## config.mk

```make
export PLATFORM = sky130hd
export DESIGN_NAME = datapath_mc_flat
export DESIGN_NICKNAME = d
export VERILOG_FILES = /design/src/rtl/datapath_mc_pkg.sv /design/src/rtl/datapath_mc_if.sv /design/src/rtl/datapath_mc_alu_p.sv /design/src/rtl/datapath_mc.sv /design/src/flat_wrapper.sv
export SDC_FILE = /design/constraint.sdc
export NUM_CORES = 1
export LEC_CHECK = 0
export ABC_CLOCK_PERIOD_IN_PS = 10500
export CORE_MARGIN = 2
export CORE_UTILIZATION = 50
export DETAILED_ROUTE_END_ITERATION = 16
export PLACE_DENSITY = 0.84
export SETUP_SLACK_MARGIN = 0.02
export SLEW_MARGIN = 20
export SYNTH_ARGS = -nofsm -noshare
export SYNTH_HDL_FRONTEND = slang
export SYNTH_SLANG_ARGS = --single-unit
```

## constraint.sdc

```tcl
create_clock -name CLK -period 10.5 [get_ports CLK]
set_input_delay 1.05 -clock CLK [delete_from_list [all_inputs] [get_ports CLK]]
set_output_delay 1.05 -clock CLK [all_outputs]
set_load 0.01 [all_outputs]
```

## src/rtl/datapath_mc_pkg.sv

```systemverilog
// Shared definitions for the multicycle datapath: instruction field
// positions, ALU operation codes and sequencer states.
package datapath_mc_pkg;

  // Instruction word layout (9 bits): [8:5] opcode, [4:3] rA, [2:1] rB,
  // [2:0] immediate, [0] function bit, [4:0] branch-target LUT index.
  localparam int IR_W      = 9;
  localparam int OPCODE_W  = 4;
  localparam int OP_LSB    = 5;
  localparam int REG_SEL_W = 2;
  localparam int RA_LSB    = 3;
  localparam int RB_LSB    = 1;
  localparam int IMM_W     = 3;
  localparam int FC_BIT    = 0;
  localparam int BIDX_W    = 5;
  localparam int NUM_REGS  = 4;

  typedef enum logic [2:0] {
    ALU_ADD   = 3'd0,
    ALU_SUB   = 3'd1,
    ALU_AND   = 3'd2,
    ALU_OR    = 3'd3,
    ALU_XOR   = 3'd4,
    ALU_SHL   = 3'd5,
    ALU_SHR   = 3'd6,
    ALU_PASSB = 3'd7
  } alu_op_t;

  typedef enum logic [2:0] {
    S_IDLE  = 3'd0,
    S_FETCH = 3'd1,
    S_EXEC  = 3'd2,
    S_MEM   = 3'd3,
    S_HALT  = 3'd4,
    S_FAULT = 3'd5
  } state_t;

endpackage

```

## src/rtl/datapath_mc_if.sv

```systemverilog
// Data-memory request/acknowledge bus between the datapath (master) and
// the data memory (slave). Address and data are DW bits wide.
interface datapath_mc_if #(
  parameter int DW = 8
) ();

  logic          dmem_req;
  logic          dmem_we;
  logic [DW-1:0] dmem_addr;
  logic [DW-1:0] dmem_wdata;
  logic [DW-1:0] dmem_rdata;
  logic          dmem_ack;

  modport master (
    output dmem_req,
    output dmem_we,
    output dmem_addr,
    output dmem_wdata,
    input  dmem_rdata,
    input  dmem_ack
  );

  modport slave (
    input  dmem_req,
    input  dmem_we,
    input  dmem_addr,
    input  dmem_wdata,
    output dmem_rdata,
    output dmem_ack
  );

endinterface

```

## src/rtl/datapath_mc_alu_p.sv

```systemverilog
// Combinational DW-bit ALU. Carry/borrow only comes from ADD/SUB (zero
// otherwise); the shift flag S only changes on shifts and is passed
// through unchanged for every other operation.
module alu_p
  import datapath_mc_pkg::*;
#(
  parameter int DW = 8
) (
  input  logic [DW-1:0] a,
  input  logic [DW-1:0] b,
  input  alu_op_t       op,
  input  logic          sc_in,
  input  logic          s_in,
  output logic [DW-1:0] out,
  output logic          c_out,
  output logic          s_out,
  output logic          zero
);

  logic [DW:0] sum;
  logic [DW:0] diff;

  // One extra bit catches the carry out of ADD and the borrow of SUB.
  assign sum  = {1'b0, a} + {1'b0, b} + {{DW{1'b0}}, sc_in};
  assign diff = {1'b0, a} - {1'b0, b};

  // Operation select; defaults keep C cleared and S unchanged.
  always_comb begin
    out   = '0;
    c_out = 1'b0;
    s_out = s_in;
    case (op)
      ALU_ADD: begin
        out   = sum[DW-1:0];
        c_out = sum[DW];
      end
      ALU_SUB: begin
        out   = diff[DW-1:0];
        c_out = diff[DW];
      end
      ALU_AND: out = a & b;
      ALU_OR:  out = a | b;
      ALU_XOR: out = a ^ b;
      ALU_SHL: begin
        out   = {a[DW-2:0], s_in};
        s_out = a[DW-1];
      end
      ALU_SHR: begin
        out   = {s_in, a[DW-1:1]};
        s_out = a[0];
      end
      default: out = b;
    endcase
  end

  assign zero = (out == '0);

endmodule

```

## src/rtl/datapath_mc.sv

```systemverilog
// Multicycle 9-bit-instruction datapath. A FETCH/EXEC/MEM sequencer lets
// the data memory take any number of cycles to acknowledge, with a
// watchdog that parks the machine in FAULT if the ack never comes.
module datapath_mc
  import datapath_mc_pkg::*;
#(
  parameter int DW      = 8,
  parameter int PCW     = 16,
  parameter int TIMEOUT = 16
) (
  input  logic                CLK,
  input  logic                reset_n,
  input  logic                START,
  output logic [PCW-1:0]      imem_addr,
  input  logic [IR_W-1:0]     imem_data,
  output logic [OPCODE_W-1:0] opcode,
  output logic                fcode,
  output logic [BIDX_W-1:0]   br_idx,
  input  logic [PCW-1:0]      br_target,
  input  logic                CTRL_branch_rel_nz,
  input  logic                CTRL_branch_rel_z,
  input  logic                CTRL_branch_abs,
  input  logic                CTRL_reg_write_en,
  input  logic                CTRL_mem_to_reg,
  input  logic                CTRL_alu_src,
  input  logic                CTRL_alu_sc_in,
  input  logic                CTRL_read_mem,
  input  logic                CTRL_write_mem,
  input  logic                CTRL_flag_we,
  input  logic                CTRL_halt,
  input  alu_op_t             CTRL_alu_op,
  datapath_mc_if.master       dmem,
  output logic                DONE,
  output logic                FAULT
);

  // Counter just wide enough to hold TIMEOUT-1.
  localparam int CW = (TIMEOUT < 2) ? 1 : $clog2(TIMEOUT);
  localparam logic [CW-1:0] CNT_LAST = CW'((TIMEOUT > 0) ? TIMEOUT - 1 : 0);

  state_t                 state_reg, state_next;
  logic [PCW-1:0]         pc_reg, pc_next;
  logic [IR_W-1:0]        ir_reg;
  logic [DW-1:0]          regs [NUM_REGS];
  logic                   flag_z_reg, flag_c_reg, flag_s_reg;
  logic [CW-1:0]          cnt_reg, cnt_next;
  logic                   done_reg;

  logic                   ir_load;
  logic                   reg_we;
  logic [DW-1:0]          reg_wdata;
  logic                   flag_we;

  logic [REG_SEL_W-1:0]   ra, rb;
  logic [DW-1:0]          imm;
  logic [DW-1:0]          op_a, op_b;
  logic [DW-1:0]          alu_out;
  logic                   alu_c, alu_s, alu_zero;
  logic                   mem_op;
  logic                   take_rel;
  logic [PCW-1:0]         branch_pc;

  // Instruction field decode from the held IR.
  assign ra     = ir_reg[RA_LSB +: REG_SEL_W];
  assign rb     = ir_reg[RB_LSB +: REG_SEL_W];
  assign imm    = {{(DW-IMM_W){1'b0}}, ir_reg[0 +: IMM_W]};
  assign opcode = ir_reg[OP_LSB +: OPCODE_W];
  assign fcode  = ir_reg[FC_BIT];
  assign br_idx = ir_reg[0 +: BIDX_W];

  assign op_a   = regs[ra];
  assign op_b   = CTRL_alu_src ? imm : regs[rb];
  assign mem_op = CTRL_read_mem | CTRL_write_mem;

  alu_p #(.DW(DW)) u_alu (
    .a     (op_a),
    .b     (op_b),
    .op    (CTRL_alu_op),
    .sc_in (CTRL_alu_sc_in),
    .s_in  (flag_s_reg),
    .out   (alu_out),
    .c_out (alu_c),
    .s_out (alu_s),
    .zero  (alu_zero)
  );

  // Relative branches test the stored Z flag, never the current ALU result.
  assign take_rel  = (CTRL_branch_rel_z & flag_z_reg) | (CTRL_branch_rel_nz & ~flag_z_reg);
  assign branch_pc = CTRL_branch_abs ? br_target :
                     take_rel        ? pc_reg + br_target :
                                       pc_reg + 1'b1;

  // Sequencer next state plus the per-state write enables it controls.
  always_comb begin
    state_next = state_reg;
    pc_next    = pc_reg;
    cnt_next   = cnt_reg;
    ir_load    = 1'b0;
    reg_we     = 1'b0;
    reg_wdata  = alu_out;
    flag_we    = 1'b0;
    if (START) begin
      state_next = S_FETCH;
      pc_next    = '0;
      cnt_next   = '0;
    end else begin
      case (state_reg)
        S_FETCH: begin
          ir_load    = 1'b1;
          state_next = S_EXEC;
        end
        S_EXEC: begin
          if (CTRL_halt) begin
            state_next = S_HALT;
          end else if (mem_op) begin
            cnt_next   = '0;
            state_next = S_MEM;
          end else begin
            reg_we     = CTRL_reg_write_en;
            flag_we    = CTRL_flag_we;
            pc_next    = branch_pc;
            state_next = S_FETCH;
          end
        end
        S_MEM: begin
          // An ack in the watchdog's last cycle still completes the access.
          if (dmem.dmem_ack) begin
            reg_we     = CTRL_read_mem & CTRL_mem_to_reg & CTRL_reg_write_en;
            reg_wdata  = dmem.dmem_rdata;
            pc_next    = pc_reg + 1'b1;
            state_next = S_FETCH;
          end else if ((TIMEOUT != 0) && (cnt_reg == CNT_LAST)) begin
            state_next = S_FAULT;
          end else begin
            cnt_next = cnt_reg + 1'b1;
          end
        end
        default: ;
      endcase
    end
  end

  // Sequencer state, PC, watchdog counter and the registered DONE flag.
  always_ff @(posedge CLK or negedge reset_n) begin
    if (!reset_n) begin
      state_reg <= S_IDLE;
      pc_reg    <= '0;
      cnt_reg   <= '0;
      done_reg  <= 1'b0;
    end else begin
      state_reg <= state_next;
      pc_reg    <= pc_next;
      cnt_reg   <= cnt_next;
      done_reg  <= (state_next == S_HALT) || (state_next == S_FAULT);
    end
  end

  // Instruction register, loaded only during FETCH.
  always_ff @(posedge CLK or negedge reset_n) begin
    if (!reset_n) begin
      ir_reg <= '0;
    end else if (ir_load) begin
      ir_reg <= imem_data;
    end
  end

  // Register file; the single write port always targets rA. START leaves it alone.
  always_ff @(posedge CLK or negedge reset_n) begin
    if (!reset_n) begin
      for (int i = 0; i < NUM_REGS; i++) begin
        regs[i] <= '0;
      end
    end else if (reg_we) begin
      regs[ra] <= reg_wdata;
    end
  end

  // Z/C/S flags: cleared by START, otherwise written by non-memory EXEC.
  always_ff @(posedge CLK or negedge reset_n) begin
    if (!reset_n) begin
      flag_z_reg <= 1'b0;
      flag_c_reg <= 1'b0;
      flag_s_reg <= 1'b0;
    end else if (START) begin
      flag_z_reg <= 1'b0;
      flag_c_reg <= 1'b0;
      flag_s_reg <= 1'b0;
    end else if (flag_we) begin
      flag_z_reg <= alu_zero;
      flag_c_reg <= alu_c;
      flag_s_reg <= alu_s;
    end
  end

  assign imem_addr       = pc_reg;
  assign dmem.dmem_req   = (state_reg == S_MEM);
  assign dmem.dmem_we    = (state_reg == S_MEM) & CTRL_write_mem;
  assign dmem.dmem_addr  = regs[rb];
  assign dmem.dmem_wdata = regs[ra];
  assign DONE            = done_reg;
  assign FAULT           = (state_reg == S_FAULT);

endmodule

```

## src/flat_wrapper.sv

```systemverilog
// flat-port wrapper written by rule: the top's interface ports become plain ports
module datapath_mc_flat import datapath_mc_pkg::*;
#(
  parameter int DW      = 8,
  parameter int PCW     = 16,
  parameter int TIMEOUT = 16
)
  (CLK, reset_n, START, imem_addr, imem_data, opcode, fcode, br_idx, br_target, CTRL_branch_rel_nz, CTRL_branch_rel_z, CTRL_branch_abs, CTRL_reg_write_en, CTRL_mem_to_reg, CTRL_alu_src, CTRL_alu_sc_in, CTRL_read_mem, CTRL_write_mem, CTRL_flag_we, CTRL_halt, CTRL_alu_op, DONE, FAULT, dmem_dmem_req, dmem_dmem_we, dmem_dmem_addr, dmem_dmem_wdata, dmem_dmem_rdata, dmem_dmem_ack);
  datapath_mc_if #(.DW(DW)) dmem_i ();
  input  logic CLK;
  input  logic reset_n;
  input  logic START;
  output logic [PCW-1:0] imem_addr;
  input  logic [IR_W-1:0] imem_data;
  output logic [OPCODE_W-1:0] opcode;
  output logic fcode;
  output logic [BIDX_W-1:0] br_idx;
  input  logic [PCW-1:0] br_target;
  input  logic CTRL_branch_rel_nz;
  input  logic CTRL_branch_rel_z;
  input  logic CTRL_branch_abs;
  input  logic CTRL_reg_write_en;
  input  logic CTRL_mem_to_reg;
  input  logic CTRL_alu_src;
  input  logic CTRL_alu_sc_in;
  input  logic CTRL_read_mem;
  input  logic CTRL_write_mem;
  input  logic CTRL_flag_we;
  input  logic CTRL_halt;
  input  alu_op_t CTRL_alu_op;
  output logic DONE;
  output logic FAULT;
  output wire logic [$bits(dmem_i.dmem_req)-1:0] dmem_dmem_req;
  output wire logic [$bits(dmem_i.dmem_we)-1:0] dmem_dmem_we;
  output wire logic [$bits(dmem_i.dmem_addr)-1:0] dmem_dmem_addr;
  output wire logic [$bits(dmem_i.dmem_wdata)-1:0] dmem_dmem_wdata;
  input wire logic [$bits(dmem_i.dmem_rdata)-1:0] dmem_dmem_rdata;
  input wire logic [$bits(dmem_i.dmem_ack)-1:0] dmem_dmem_ack;
  assign dmem_dmem_req = dmem_i.dmem_req;
  assign dmem_dmem_we = dmem_i.dmem_we;
  assign dmem_dmem_addr = dmem_i.dmem_addr;
  assign dmem_dmem_wdata = dmem_i.dmem_wdata;
  assign dmem_i.dmem_rdata = dmem_dmem_rdata;
  assign dmem_i.dmem_ack = dmem_dmem_ack;
  datapath_mc #(.DW(DW), .PCW(PCW), .TIMEOUT(TIMEOUT)) u_core (.CLK(CLK), .reset_n(reset_n), .START(START), .imem_addr(imem_addr), .imem_data(imem_data), .opcode(opcode), .fcode(fcode), .br_idx(br_idx), .br_target(br_target), .CTRL_branch_rel_nz(CTRL_branch_rel_nz), .CTRL_branch_rel_z(CTRL_branch_rel_z), .CTRL_branch_abs(CTRL_branch_abs), .CTRL_reg_write_en(CTRL_reg_write_en), .CTRL_mem_to_reg(CTRL_mem_to_reg), .CTRL_alu_src(CTRL_alu_src), .CTRL_alu_sc_in(CTRL_alu_sc_in), .CTRL_read_mem(CTRL_read_mem), .CTRL_write_mem(CTRL_write_mem), .CTRL_flag_we(CTRL_flag_we), .CTRL_halt(CTRL_halt), .CTRL_alu_op(CTRL_alu_op), .dmem(dmem_i), .DONE(DONE), .FAULT(FAULT));
endmodule
```

# == Yosys cells after proc, flatten, opt, wreduce, memory -nomap -nowiden ==
# Cells that the tools add are included.
# classes
eq_ne,19
magnitude_cmp,3
muxes,49
reduce_logical,10
addsub,6
bitwise,13
# ops
operator,count
2-to-1 mux 16 bit,6
2-to-1 mux 8 bit,9
one-hot mux 8 bit (7 select lines),1
binary-select mux 8 bit (select 2 bit),2
bitwise mux 32 bit,1
one-hot mux 16 bit (2 select lines),1
2-to-1 mux 4 bit,5
equality test 3 bit (second input constant),6
adder 16 x 1 -> 16 bit (second input constant),1
adder 16 bit,1
demux 8 bit (select 2 bit),1
2-to-1 mux 1 bit,14
equality test 3 x 2 -> 1 bit (second input constant),4
2-to-1 mux 3 bit,4
inequality test 3 bit (second input constant),4
one-hot mux 3 bit (3 select lines),1
adder 8 x 1 -> 8 bit,1
adder 8 bit,1
AND 8 bit,1
zero test 8 bit,1
OR 8 bit,1
one-hot mux 4 bit (2 select lines),1
subtractor 8 bit,1
XOR 8 bit,1
other kinds (20),31
# totals
register_bits,67
word_cells,111
out_inout_bits,46

# == Longest topological paths before layout ==
# depth
ltp_word,12
depth_mapped,15

# == By module ==
# From an unflattened synthesis, not the netlist that was laid out.
# hier_totals
hier_cells,730
area_unflattened_um2,6254.7
# by_module_without_submodules
mod,area_each_um2,seq_area_each_um2,n_inst,cells_each
datapath_mc,4699.5,1676.6,1,507
alu_p,1555.2,0.0,1,223

# == Least setup slack after synthesis ==
# OpenSTA, ideal clock, no wires.
# synth_timing
kind,input port to flip-flop
startpoint,input CTRL_alu_src
endpoint,register u_core.flag_z_reg
path_buffers,1
setup_slack_ns,6.513
stages,12
t_required_ns,10.399
setup_ns,0.101
t_arrival_ns,3.886
path_cell_list,clkbuf_1 > mux2i_1 > inv_1 > fa_1 > xor2_1 > a221oi_1 > nor2_1 > o32a_1 > or4b_1 > nor3_1 > nand4bb_1 > o32ai_1
# synth_between
elab_chain_len,7
# synth_lines
element,line,rtl
start: declaration,flat_wrapper.sv:24,input logic CTRL_alu_src;
2-to-1 mux 8 bit *,datapath_mc.sv:72,assign op_b = CTRL_alu_src ? imm : regs[rb];
adder 8 bit,datapath_mc_alu_p.sv:24,"assign sum = {1'b0, a} + {1'b0, b} + {{DW{1'b0}}, sc_in};"
adder 8 x 1 -> 8 bit,datapath_mc_alu_p.sv:24,
one-hot mux 8 bit (7 select lines) *,datapath_mc_alu_p.sv:32,case (op)
zero test 8 bit *,datapath_mc_alu_p.sv:56,assign zero = (out == '0);
2-to-1 mux 1 bit *,datapath_mc.sv:188,end else if (flag_we) begin
2-to-1 mux 1 bit *,datapath_mc.sv:184,end else if (START) begin
end signal: assignment,datapath_mc.sv:189,flag_z_reg <= alu_zero;
end: declaration,datapath_mc.sv:45,"logic flag_z_reg, flag_c_reg, flag_s_reg;"
# Every way passes the cells marked *; elsewhere a longest branch is shown, timed or not. The select of a mux whose other input is x is not followed.
# A chain may end at the register's enable or synchronous reset.

# == Worst setup path in the final report ==
# layout_timing
startpoint,input CTRL_alu_src
endpoint,register u_core.regs[7] in the netlist's numbering
# layout_between
elab_chain_len,8
# layout_lines
element,line,rtl
2-to-1 mux 8 bit *,datapath_mc.sv:72,
adder 8 bit,datapath_mc_alu_p.sv:24,
adder 8 x 1 -> 8 bit,datapath_mc_alu_p.sv:24,
one-hot mux 8 bit (7 select lines) *,datapath_mc_alu_p.sv:32,
2-to-1 mux 8 bit,datapath_mc.sv:127,if (dmem.dmem_ack) begin
2-to-1 mux 8 bit,datapath_mc.sv:107,case (state_reg)
2-to-1 mux 8 bit *,datapath_mc.sv:102,if (START) begin
bitwise mux 32 bit *,datapath_mc.sv:174,regs[ra] <= reg_wdata;
end signal: indexed assignment,datapath_mc.sv:174,
end: declaration,datapath_mc.sv:44,logic [DW-1:0] regs [NUM_REGS];
# Every way passes the cells marked *; elsewhere a longest branch is shown, timed or not.

==> out/metrics.yaml <==
run_status:
  status: "completed"
placed_design:
  port_buffers: 96
  gp_congestion: 1.03
  dp_slack_ns: 5.69
  dpl.hpwl_mm: 13.1
worst_setup_path:
  critical-path-top-delay-family: "compound AO/OA/AOI/OAI gates"
  timing.critical_path.buf_inv: 1
  cp_data_arrival_time_ns: 4.83
  max_stage_delay_ns: 0.74
  critical_path.reg2reg.startpoint: "u_core.ir_reg[1]"
  crit_path_start_kind: "input pin"
  cp-startpoint: "CTRL_alu_src"
  crit_fanout: 10
  crit_type: "input pin to flop"
  critPathRequiredTime_ns: 10.71
  worst_setup_path_end_kind: "flop"
  crit_slowest_cell: "sky130_fd_sc_hd__clkdlybuf4s50_1"
  cell_repeated_most_along_the_worst_path: "sky130_fd_sc_hd__mux2i_1"
  crit_path_cell_trace: "clkdlybuf4s50_1 > mux2i_1 > ha_1 > and4_1 > o2111a_1 > a211oi_1 > o221ai_1 > xnor2_1 > o22ai_1 > mux2i_1 > o21ai_0"
power_and_ir_drop:
  worst_ir_drop_vdd_v: 0.000120
  power_per_cell_area_nw_per_um2: 139
  leakagePower_nw: 3.07
route:
  drc: 0
  ant_nets_after_route: 0
  dr_total_vias: 6030
  wl_per_cell_um: 19.6
  finalWirelength_mm: 18.1
  post_drt_via_cell_ratio: 6.53
  firstDrtPassIters: 5
  drt_iter0_markers: 790
cts:
  worst_skew_pair.late_latency_ns: 0.33
  cts_buffer_depth: 2
  clkSinkCount: 67
  post_cts_setup_buffers: 0
  cts_h_tree_depth: 3
  cts_root_buffer: "sky130_fd_sc_hd__clkbuf_16"
  post_cts_repair_resize_count: 0
  cts_made_buffers: 9
  postCtsHoldBufs: 0
  clock_slew_at_the_register_clock_pins_of_the_worst_setup_and_hold_paths_ns: 0.06
  cts_tree: "done"
global_route:
  grt_max_degree: 68
  grt_pass1_wl_mm: 29.9
  grtUsageTotal_pct: 28.5
  antenna_found_initial: 0
  overall_overflow_remaining_after_global_route: 0
  grt_pass1_vias: 5843
layout:
  area_growth_pct: 22.2
  antenna_cells_inserted: 0
  fillers: 924
  area_occupied_by_registers_um2: 1680
  post_route_cells_drive_above_1_share_pct: 7.82
  multi_input_gate_area_in_the_final_layout_um2: 4020
  largest_register_ff_count: 32
  layout.nets: 868
sta:
  timing.final.max_slew_violations: 0
  report.final.hold_viol_count: 0
  skew_ns: 0.0103
  post-route-min-period_ns: 4.62
  fin_worst_setup_slack_ns: 5.88
  fin_crit_sh_pct: 44.0
  fin_worst_hold_slack_ns: 0.509
  slew_of_the_pin_with_the_lowest_slew_margin_ns: 1.07
  timing.fmax_mhz: 216
  tns_ns: 0
  timing.slew.headroom_pct: 28.8
  rsz0062_at_grt: "no"
  setup_viol: 0
synthesis:
  synth_cell_type_count: 74
  synth-seq-cells: 67
  mappedNetlistArea_um2: 5970
  synth_fp_nets: 793
  synth-warning-count: 0
  synthArstFlopShare_pct: 100
  ys.flop_type: "sky130_fd_sc_hd__dfrtp_1"
  seq_area_frac_synth_pct: 28.1
  yosys.cell_count.top_type: "sky130_fd_sc_hd__nand2_1"
  yosys-top-cells-area: "sky130_fd_sc_hd__dfrtp_1 (28%), sky130_fd_sc_hd__ha_1 (8.2%), sky130_fd_sc_hd__o21ai_0 (5.3%), sky130_fd_sc_hd__nand2_1 (5.1%), sky130_fd_sc_hd__mux4_2 (4.1%)"
  synth_edf_count: 0
  synth_largest_area_cell: "sky130_fd_sc_hd__dfrtp_1"
  synth_top_cell_area_share_pct: 28.1
  post_synth_inst_count: 700
  post_synth.cell_area_avg_um2: 8.53
  synth_common_cells: "sky130_fd_sc_hd__nand2_1 (81), sky130_fd_sc_hd__dfrtp_1 (67), sky130_fd_sc_hd__o21ai_0 (63)"
die:
  die_x_um: 113
  floorplan.die_area_um2: 12800
  height_of_the_die_um: 113
  placement_rows: 39
  initial_core_util_pct: 51.9
  core_um2: 11500
  top_level_i_o_count: 97
worst_hold_path:
  hold_path_class: "flop to flop"
  min-delay-start: "u_core.ir_reg[5]"
flow_run:
  maxCapViolations: 0
==> cells by family (layout without fill, tap and decap cells) <==
group           count (synthesis)  in the layout  share of synthesized area, %
flops                          67             67                          28.1
buf+inv                        70            150                          4.63
mux                            50             50                          12.4
compound gates                216            216                          23.6
xor+xnor                       24             24                          3.52
simple gates                  231            231                          18.7
fa+ha+maj                      42             42                          9.17
==> final timing paths <==
path / to / slack [ns] / depth (start not counted)
min reg2reg: u_core.ir_reg[5] / 0.51 / 1
max in group asynchronous: u_core.regs[23] / 8.98 / 2
max: u_core.regs[7] / 5.88 / 11
min: u_core.ir_reg[5] / 0.51 / 1
min in group asynchronous: u_core.regs[27] / 0.92 / 2
max reg2reg: u_core.regs[7] / 6.01 / 11
==> power breakdown <==
| group | switching, mW | leakage, nW | internal, mW |
|---|---|---|---|
| logic | 0.186 | 2.04 | 0.182 |
| clock network | 0.119 | 0.142 | 0.185 |
| registers | 0.0554 | 0.896 | 0.284 |
==> area by class of cell <==
type | count | area share (%)
multi-input cells | 563 | 55.1
flip-flops and latches | 67 | 23.0
repair buffers | 102 | 13.7
clock buffers | 9 | 3.08
well taps | 143 | 2.45
inverters | 32 | 1.64
clock inverters | 7 | 1.05
==> per-layer routing <==
layer	vias up	global-route usage [%]	part of all wire, %
met4	0	7.89	1.6
li1	2753	-	-
met2	310	46.1	48
met5	-	0	0
met3	32	4.39	7.8
met1	2935	40.0	43
==> layout by cell type, fill, tap and decap left out, types with 6 or more instances in the layout <==
cell type	n
sky130_fd_sc_hd__a21oi_1	45
sky130_fd_sc_hd__nand2_1	81
sky130_fd_sc_hd__mux4_2	11
sky130_fd_sc_hd__buf_4	6
sky130_fd_sc_hd__xnor2_1	16
sky130_fd_sc_hd__a31oi_1	8
sky130_fd_sc_hd__nor2b_1	11
sky130_fd_sc_hd__clkbuf_16	9
sky130_fd_sc_hd__and3_1	7
sky130_fd_sc_hd__nand3_1	14
sky130_fd_sc_hd__nor2_1	47
sky130_fd_sc_hd__o31ai_1	9
sky130_fd_sc_hd__mux2i_1	18
sky130_fd_sc_hd__o21ai_0	63
sky130_fd_sc_hd__o22ai_1	10
sky130_fd_sc_hd__dfrtp_1	67
sky130_fd_sc_hd__ha_1	39
sky130_fd_sc_hd__nor3_1	23
sky130_fd_sc_hd__a21o_1	6
sky130_fd_sc_hd__clkdlybuf4s50_1	95
sky130_fd_sc_hd__mux2_2	16
sky130_fd_sc_hd__a22oi_1	6
sky130_fd_sc_hd__a211oi_1	9
sky130_fd_sc_hd__nand2b_1	15
sky130_fd_sc_hd__inv_1	31
sky130_fd_sc_hd__xor2_1	8
==> worst reg2reg max path, cell delays in order, from the launching register on <==
cell and delay (ns):
sky130_fd_sc_hd__dfrtp_1 0.78, sky130_fd_sc_hd__mux4_2 0.65, sky130_fd_sc_hd__mux2i_1 0.47, sky130_fd_sc_hd__ha_1 0.39
sky130_fd_sc_hd__and4_1 0.24, sky130_fd_sc_hd__o2111a_1 0.14, sky130_fd_sc_hd__a211oi_1 0.50, sky130_fd_sc_hd__o221ai_1 0.24
sky130_fd_sc_hd__xnor2_1 0.17, sky130_fd_sc_hd__o22ai_1 0.30, sky130_fd_sc_hd__mux2i_1 0.22, sky130_fd_sc_hd__o21ai_0 0.27
==> metrics by stage <==
stage          std cells  total power, mW  instance area [um2]  utilization (%)
2_1_floorplan        700            0.562                 5970                -
3_3_place_gp         907            0.693                 7000             60.8
3_5_place_dp         907            0.702                 7000             60.8
4_1_cts              923             1.01                 7300             63.4
5_1_grt              923             1.06                 7300             63.4
6_report             923             1.01                 7300             63.4
No activity file was read; power rests on OpenSTA's default activity.
